==> src/rtl/mult_pkg.sv <==
// Shared definitions for the multiplier_pipe slice: parameter ranges, operand mode
// and the default stage payload layout (sized for the widest legal configuration).
package mult_pkg;

  localparam int unsigned W_MIN      = 4;
  localparam int unsigned W_MAX      = 32;
  localparam int unsigned STAGES_MIN = 1;
  localparam int unsigned STAGES_MAX = 4;
  localparam int unsigned TAG_W_MIN  = 1;
  localparam int unsigned TAG_W_MAX  = 16;

  typedef enum logic {
    MODE_UNSIGNED = 1'b0,
    MODE_SIGNED   = 1'b1
  } mode_e;

  // Product kept in carry-save form (sum + carry) until the last stage.
  typedef struct packed {
    logic [TAG_W_MAX-1:0] tag;
    mode_e                mode;
    logic [2*W_MAX-1:0]   sum;
    logic [2*W_MAX-1:0]   carry;
  } stage_payload_t;

endpackage

==> src/rtl/mult_pipe_stage.sv <==
// One valid/enable register slice of the multiplier pipeline; loads whenever it is
// empty or its contents are being taken by the next slice.
module mult_pipe_stage
  import mult_pkg::*;
#(
  parameter type payload_t = stage_payload_t
) (
  input  logic     clk,
  input  logic     rst_n,
  input  logic     i_valid,
  input  payload_t i_data,
  input  logic     i_next_ready,
  output logic     o_valid,
  output logic     o_ready,
  output payload_t o_data
);

  logic     r_valid;
  payload_t r_data;

  assign o_ready = !r_valid || i_next_ready;
  assign o_valid = r_valid;
  assign o_data  = r_data;

  always_ff @(posedge clk or negedge rst_n) begin
    if (!rst_n) begin
      r_valid <= 1'b0;
      r_data  <= '0;
    end else if (o_ready) begin
      r_valid <= i_valid;
      if (i_valid) begin
        r_data <= i_data;
      end
    end
  end

endmodule

==> src/rtl/multiplier_pipe.sv <==
// Pipelined signed/unsigned W x W multiplier with valid/ready flow control and tag sideband.
// Define MULTIPLIER_PIPE_STATS_EN to build the cnt_done/cnt_stall statistics counters.
module multiplier_pipe
  import mult_pkg::*;
#(
  parameter int unsigned W      = 8,
  parameter int unsigned STAGES = 3,
  parameter int unsigned TAG_W  = 4
) (
  input  logic             clk,
  input  logic             rst,
  input  logic             in_valid,
  output logic             in_ready,
  input  logic [W-1:0]     a,
  input  logic [W-1:0]     b,
  input  logic             in_signed,
  input  logic [TAG_W-1:0] in_tag,
  output logic             out_valid,
  input  logic             out_ready,
  output logic [2*W-1:0]   product,
  output logic [TAG_W-1:0] out_tag,
  output logic [31:0]      cnt_done,
  output logic [31:0]      cnt_stall
);

  localparam int unsigned PW = 2 * W;

  typedef struct packed {
    logic [TAG_W-1:0] tag;
    mode_e            mode;
    logic [PW-1:0]    sum;
    logic [PW-1:0]    carry;
  } payload_t;

  logic     w_valid [STAGES];
  logic     w_ready [STAGES];
  payload_t w_q     [STAGES];

  logic [PW-1:0] w_a_ext;
  logic [PW-1:0] w_b_ext;
  logic [PW-1:0] w_pp_lo;
  logic [PW-1:0] w_pp_hi;

  // Extending both operands to 2W bits makes the modulo-2^(2W) row sum correct for both modes.
  always_comb begin
    w_a_ext = in_signed ? {{W{a[W-1]}}, a} : {{W{1'b0}}, a};
    w_b_ext = in_signed ? {{W{b[W-1]}}, b} : {{W{1'b0}}, b};
    w_pp_lo = '0;
    w_pp_hi = '0;
    for (int unsigned i = 0; i < PW; i++) begin
      if (i < W) begin
        w_pp_lo = w_pp_lo + ({PW{w_b_ext[i]}} & (w_a_ext << i));
      end else begin
        w_pp_hi = w_pp_hi + ({PW{w_b_ext[i]}} & (w_a_ext << i));
      end
    end
  end

  for (genvar k = 0; k < STAGES; k++) begin : g_stage
    payload_t w_d;
    logic     w_load_valid;
    logic     w_next_ready;

    if (k == 0) begin : g_first
      always_comb begin
        w_d       = '0;
        w_d.tag   = in_tag;
        w_d.mode  = mode_e'(in_signed);
        if (STAGES == 1) begin
          w_d.sum = w_pp_lo + w_pp_hi;
        end else begin
          w_d.sum   = w_pp_lo;
          w_d.carry = w_pp_hi;
        end
      end
      assign w_load_valid = in_valid;
    end else if (k == STAGES - 1) begin : g_last
      always_comb begin
        w_d      = '0;
        w_d.tag  = w_q[k-1].tag;
        w_d.mode = w_q[k-1].mode;
        w_d.sum  = w_q[k-1].sum + w_q[k-1].carry;
      end
      assign w_load_valid = w_valid[k-1];
    end else begin : g_mid
      // Half-adder compression: s + c == (s ^ c) + ((s & c) << 1).
      always_comb begin
        w_d       = '0;
        w_d.tag   = w_q[k-1].tag;
        w_d.mode  = w_q[k-1].mode;
        w_d.sum   = w_q[k-1].sum ^ w_q[k-1].carry;
        w_d.carry = (w_q[k-1].sum & w_q[k-1].carry) << 1;
      end
      assign w_load_valid = w_valid[k-1];
    end

    if (k == STAGES - 1) begin : g_tail
      assign w_next_ready = out_ready;
    end else begin : g_body
      assign w_next_ready = w_ready[k+1];
    end

    mult_pipe_stage #(
      .payload_t(payload_t)
    ) u_stage (
      .clk         (clk),
      .rst_n       (rst),
      .i_valid     (w_load_valid),
      .i_data      (w_d),
      .i_next_ready(w_next_ready),
      .o_valid     (w_valid[k]),
      .o_ready     (w_ready[k]),
      .o_data      (w_q[k])
    );
  end

  assign in_ready  = w_ready[0];
  assign out_valid = w_valid[STAGES-1];
  assign product   = w_q[STAGES-1].sum;
  assign out_tag   = w_q[STAGES-1].tag;

`ifdef MULTIPLIER_PIPE_STATS_EN
  logic [31:0] r_cnt_done;
  logic [31:0] r_cnt_stall;

  always_ff @(posedge clk or negedge rst) begin
    if (!rst) begin
      r_cnt_done  <= '0;
      r_cnt_stall <= '0;
    end else begin
      if (out_valid && out_ready) begin
        r_cnt_done <= r_cnt_done + 32'd1;
      end
      if (out_valid && !out_ready) begin
        r_cnt_stall <= r_cnt_stall + 32'd1;
      end
    end
  end

  assign cnt_done  = r_cnt_done;
  assign cnt_stall = r_cnt_stall;
`else
  assign cnt_done  = '0;
  assign cnt_stall = '0;
`endif

endmodule

==> config.mk <==
export PLATFORM = sky130hd
export DESIGN_NAME = multiplier_pipe
export DESIGN_NICKNAME = d
export VERILOG_FILES = /design/src/rtl/mult_pkg.sv /design/src/rtl/mult_pipe_stage.sv /design/src/rtl/multiplier_pipe.sv
export SDC_FILE = /design/constraint.sdc
export NUM_CORES = 1
export LEC_CHECK = 0
export ABC_CLOCK_PERIOD_IN_PS = 3200
export CAP_MARGIN = 20
export CORE_ASPECT_RATIO = 0.75
export CORE_MARGIN = 5
export CORE_UTILIZATION = 35
export DETAILED_ROUTE_END_ITERATION = 7
export GPL_TIMING_DRIVEN = 0
export PLACE_DENSITY = 0.5
export SYNTH_ARGS = -nofsm -noshare
export SYNTH_HDL_FRONTEND = slang
export SYNTH_HIERARCHICAL = 1
export SYNTH_SLANG_ARGS = --single-unit
==> constraint.sdc <==
create_clock -name clk -period 3.2 [get_ports clk]
set_clock_uncertainty 0.1 [all_clocks]
set_input_delay 0.96 -clock clk [delete_from_list [all_inputs] [get_ports clk]]
set_output_delay 0.96 -clock clk [all_outputs]
set_load 0.01 [all_outputs]
==> run summary, run 1 <==
sequential power share - 24.5%
P_leak - 0.00519 uW
R2R depth - 10
slowest stage delay, CP - 0.56 ns
HP Class - reg2reg
Crit Path Category - in2reg
crit-path max FO - 7
port bufs - 36
Post-Syn Area per Cell - 11.9 um^2
CTS Buffer Depth - 2
Layout Utilization - 44.3%
switching share of total power - 35.6%
# DRC - 0
largest net degree at the start of global routing - 66
CP max-delay cell - fa_1
WHS Path Cells - 1
Sink Count - 95
Avg Vias per Cell - 4.40
failing checks - setup timing
First-pass DRT Iterations - 4
total gr overflow - 0
Reg-to-Reg Start - g_stage[1].u_stage/o_data[16]
RSZ-0062 raised after global routing - true
Slew headroom - 63.5%
Buf/Inv on CP - 7
Core Rows - 49
delay-heaviest family, CP - adder cells
P per Cell Area - 763 mW/mm^2
WL per Instance - 14.5 um
Die ar. - 0.0273 mm^2
Starting Density - 35.4%
Worst setup EP type - flip-flop
status - complete, but fails checks
Synth-to-Final Area Change - 25.3%
final WL - 16.8 mm
origin of the worst setup path - a[7]
# IOs - 111
Syn Std Cell Area - 0.00841 mm^2
Levels on crit path - 17
logic gate share of total power - 61.1%
Max-cap violations - 0
Worst-Skew Late Latency - 0.34 ns
Worst Path Required - 3.33 ns
flop2flop setup slack - 0.42 ns
Antenna Nets Post-Route - 0
clock power share - 14.4%
final-report hold violation count - 0
Post-Place Cells - 1,120
Setup WS post-layout - -1.60 ns
initial antenna violation count - 0
pre-CTS WS - -2.59 ns
YS warnings - 6
total internal power - 5180 uW
fin nets - 1,011
NetSw - 2870 uW
routability-driven placement congestion ratio - 0.769
startpoint class of the critical path - input pin
global-route wire length before repair - 27.9 mm
H-tree Lvls - 3
Post-Layout Cell Count - 1,163
iteration-0 DRC count of the detailed router - 144
Final Setup Violations - 15
CTS tree - done
cts bufs inserted - 9
worst-margin pin slew - 0.548 ns
CTS root buffer - clkbuf_16
fraction of layout cells with a size suffix above 1 - 37.0%
Post-Syn Instances - 705
minimum clock period - 4.80 ns
DR vias - 5,121
dpl hpwl - 13.2 mm
ANT cells - 0
crit-path cells - buf_8 > clkbuf_8 > buf_4 > and3_4 > inv_1 > fa_1 > inv_1 > fa_1 > inv_1 > fa_1 > fa_1 > inv_1 > ha_1 > a21o_1 > a31oi_2 > xnor2_1 > mux2_2
Worst setup endpoint - g_stage[0].u_stage/o_data[31]
Global Route Usage Sum - 12.6%
Final Cycle Share - 150%
FMAX - 208 MHz
vias in the first global route - 5,565
reg2reg end - g_stage[2].u_stage/o_data[30]
Slew Viols, Final - 0
Worst Path Arrival - 4.93 ns
Die Y - 144 um
worst vdd ir - 369 uV
Worst-path clk slew - 0.06 ns
die width - 189 um
Core Region - 0.0238 mm^2
[how the worst min path moves through the flow]
stage | start | end | slack (ns)
finish | g_stage[0].u_stage/o_data[35] | g_stage[1].u_stage/o_data[35] | 0.40
global placement | g_stage[0].u_stage/o_data[35] | g_stage[1].u_stage/o_data[35] | 0.39
detailed placement | g_stage[0].u_stage/o_data[35] | g_stage[1].u_stage/o_data[35] | 0.39
floorplan | g_stage[1].u_stage/o_data[33] | g_stage[2].u_stage/o_data[33] | 0.37
CTS | g_stage[0].u_stage/o_data[35] | g_stage[1].u_stage/o_data[35] | 0.41
global route | g_stage[2].u_stage/o_data[27] | g_stage[2].u_stage/o_data[27] | 0.43
[metrics by stage]
| stage | hold WS, ns | setup TNS, ns | power [uW] | cell area, um^2 |
|---|---|---|---|---|
| floorplan | 0.375 | -16.97 | 5360 | 8990 |
| global placement | 0.386 | -262.08 | 6320 | 9730 |
| detailed placement | 0.395 | -31.90 | 6390 | 9760 |
| CTS | 0.410 | -15.57 | 7950 | 10400 |
| global route | 0.426 | -16.13 | 8710 | 10500 |
| finish | 0.403 | -15.02 | 8050 | 10500 |
[cells in the final DEF, fill, tap and decap left out, types with 10 or more instances in the layout]
cell type	instances
ha_1	48
clkdlybuf4s50_1	27
inv_1	64
xor2_1	10
and2_4	13
fa_1	67
buf_12	10
buf_4	87
and2_1	33
mux2_2	17
inv_2	11
dfrtp_1	95
conb_1	73
ha_4	10
xnor2_1	34
nand2_1	26
clkbuf_16	13
a21oi_1	10
mux2_4	75
[power groups by stage]
stage	sequential [uW]	combinational, uW	clock [uW]
after global placement	1990	4320	0
after global routing	2030	5420	1250
final	1970	4920	1160
after CTS	1990	4760	1200
after floorplan	1960	3400	0
after detailed placement	2000	4390	0
[metal layers]
metal / part of all wire, % / track usage, % / vias up
li1: - / - / 2436
met1: 47 / 17.1 / 2603
met2: 49 / 21.4 / 74
met3: 3.6 / 2.87 / 8
met4: 0.62 / 1.88 / 0
met5: 0 / 0 / -
[sequential cells by signal, summed over array words and instances (netlist names)]
register,cells
g_stage.u_stage/o_valid,3
g_stage.u_stage/o_data,92
[area by class of cell]
cell class | count | area, um^2
fill | 2204 | 13200
clock buffer | 11 | 243
clock inverter | 5 | 81.3
timing repair buffer | 65 | 643
multi-input combinational | 517 | 5660
inverter | 78 | 305
buffer | 86 | 852
sequential | 95 | 2380
tap | 306 | 383
[timing repair]
item                       CTS  global route
resized for setup           74            27
pin swaps                   39            35
buffers inserted            25             4
setup endpoints to repair   19            16
hold buffers                 0             0
(Power assumes the default switching activity.)
==> run 2: changes to the inputs <==
CTS_BUF_LIST = sky130_fd_sc_hd__clkbuf_8   (was unset)
CTS_CLUSTER_DIAMETER = 50   (was unset)
==> run 2 against run 1 <==
  * The flow still finishes with violations (setup timing)
  * Largest power group unchanged
  * Global-route usage barely moved
  * Highest routed layer unchanged
  * Maximum frequency increased by 0.68%
  * Critical path type unchanged
  * Final cell count is the same
==> run summary, run 2 (same netlist as run 1, synthesis figures left out) <==
total gr overflow - 0
clock power share - 11.3%
Die ar. - 0.0273 mm^2
Worst setup EP type - flip-flop
Slew headroom - 64.0%
Crit Path Category - in2reg
Sink Count - 95
Global Route Usage Sum - 12.6%
pre-CTS WS - -2.59 ns
DR vias - 5,143
Avg Vias per Cell - 4.42
HP Class - reg2reg
routability-driven placement congestion ratio - 0.769
sequential cell area - 0.00238 mm^2
die width - 189 um
crit-path max FO - 7
area of the multi-input gates - 0.00566 mm^2
NetSw - 2830 uW
failing checks - setup timing
logic gate share of total power - 63.3%
iteration-0 DRC count of the detailed router - 178
commonest non-fill, non-tap cell in the layout - dfrtp_1
most frequent cells in the layout - dfrtp_1, buf_4, mux2_4
First-pass DRT Iterations - 4
CTS tree - done
startpoint class of the critical path - input pin
# DRC - 0
dpl hpwl - 13.2 mm
Worst-Skew Late Latency - 0.36 ns
Synth-to-Final Area Change - 24.1%
final hold slack - 0.407 ns
global-route wire length before repair - 27.9 mm
FMAX - 210 MHz
max reg flops - 92
CP max-delay cell - fa_1
crit-path cells - buf_8 > clkbuf_8 > buf_4 > and3_4 > inv_1 > fa_1 > inv_1 > fa_1 > inv_1 > fa_1 > fa_1 > inv_1 > ha_1 > a21o_1 > a31oi_2 > xnor2_1 > mux2_2
RSZ-0062 raised after global routing - true
Core Rows - 49
worst vdd ir - 369 uV
CTS Buffer Depth - 2
Worst Path Required - 3.35 ns
ANT cells - 0
Antenna Nets Post-Route - 0
port bufs - 36
worst-margin pin slew - 0.541 ns
Buf/Inv on CP - 7
fraction of layout cells with a size suffix above 1 - 37.0%
Max-cap violations - 0
total internal power - 4930 uW
Final Setup Violations - 14
final WL - 16.8 mm
WL per Instance - 14.4 um
sequential power share - 25.4%
# IOs - 111
final-report hold violation count - 0
CTS root buffer - clkbuf_8
Starting Density - 35.4%
switching share of total power - 36.5%
Core Region - 0.0238 mm^2
fin nets - 1,011
Die Y - 144 um
slowest stage delay, CP - 0.56 ns
Final Cycle Share - 149%
delay-heaviest family, CP - adder cells
Worst-path clk slew - 0.09 ns
Filler cells - 2,213
status - complete, but fails checks
Worst Path Arrival - 4.92 ns
P_leak - 0.00515 uW
Setup WS post-layout - -1.57 ns
initial antenna violation count - 0
largest net degree at the start of global routing - 66
H-tree Lvls - 3
P per Cell Area - 743 mW/mm^2
cts bufs inserted - 9
vias in the first global route - 5,565
Slew Viols, Final - 0
minimum clock period - 4.77 ns
-- run 2: final cells by class --
| cell class | count | share of cell area, % |
|---|---|---|
| plain buffers | 86 | 8.16 |
| clock buffers | 10 | 1.32 |
| clock inverters | 6 | 0.815 |
| inverters | 78 | 2.92 |
| multi-input cells | 517 | 54.2 |
| flip-flops and latches | 95 | 22.8 |
| well taps | 306 | 3.67 |
| repair buffers | 65 | 6.16 |
-- run 2: what timing repair did --
item,4_1_cts,5_1_grt
setup endpoints to repair,19,16
pin swaps,40,36
setup buffers,25,4
endpoints found under the hold margin,0,0
cloned,0,0
hold buffers,0,0
gates resized for setup,73,28
-- run 2: layer usage --
layer / global-route usage [%] / vias up / routed length (um)
met4: 2.11 / 0 / 107
met2: 21.0 / 81 / 8120
met1: 17.3 / 2619 / 7950
met3: 2.80 / 10 / 589
li1: - / 2433 / -
met5: 0 / - / 0
-- run 2: path summary, 6_finish.rpt --
kind,slack (ns),startpoint,depth (start not counted),end
setup / recovery,-1.57,a[7],17,g_stage[0].u_stage/o_data[31]
hold / removal,0.41,g_stage[0].u_stage/o_data[35],1,g_stage[1].u_stage/o_data[35]
setup reg to reg,0.42,g_stage[1].u_stage/o_data[16],10,g_stage[2].u_stage/o_data[30]
hold reg to reg,0.41,g_stage[0].u_stage/o_data[35],1,g_stage[1].u_stage/o_data[35]
max in group asynchronous,1.90,rst,2,g_stage[1].u_stage/o_data[10]
min in group asynchronous,0.42,rst,1,g_stage[2].u_stage/o_data[17]
-- run 2: power by group through the flow --
| stage | sequential [uW] | clock [uW] | combinational, uW |
|---|---|---|---|
| detailed placement | 2000 | 0 | 4390 |
| global placement | 1990 | 0 | 4320 |
| global route | 2030 | 970 | 5420 |
| CTS | 1980 | 919 | 4760 |
| floorplan | 1960 | 0 | 3400 |
| finish | 1970 | 878 | 4910 |
-- run 2: stage by stage --
step | instance area [um^2] | cells | util, % | setup TNS [ns] | power, uW
2_1_floorplan | 8990 | 777 | - | -16.97 | 5360
3_3_place_gp | 9730 | 1119 | 40.9 | -262.08 | 6320
3_5_place_dp | 9760 | 1120 | 41.0 | -31.90 | 6390
4_1_cts | 10300 | 1160 | 43.4 | -15.03 | 7660
5_1_grt | 10400 | 1163 | 43.9 | -15.53 | 8420
6_report | 10400 | 1163 | 43.9 | -14.63 | 7760
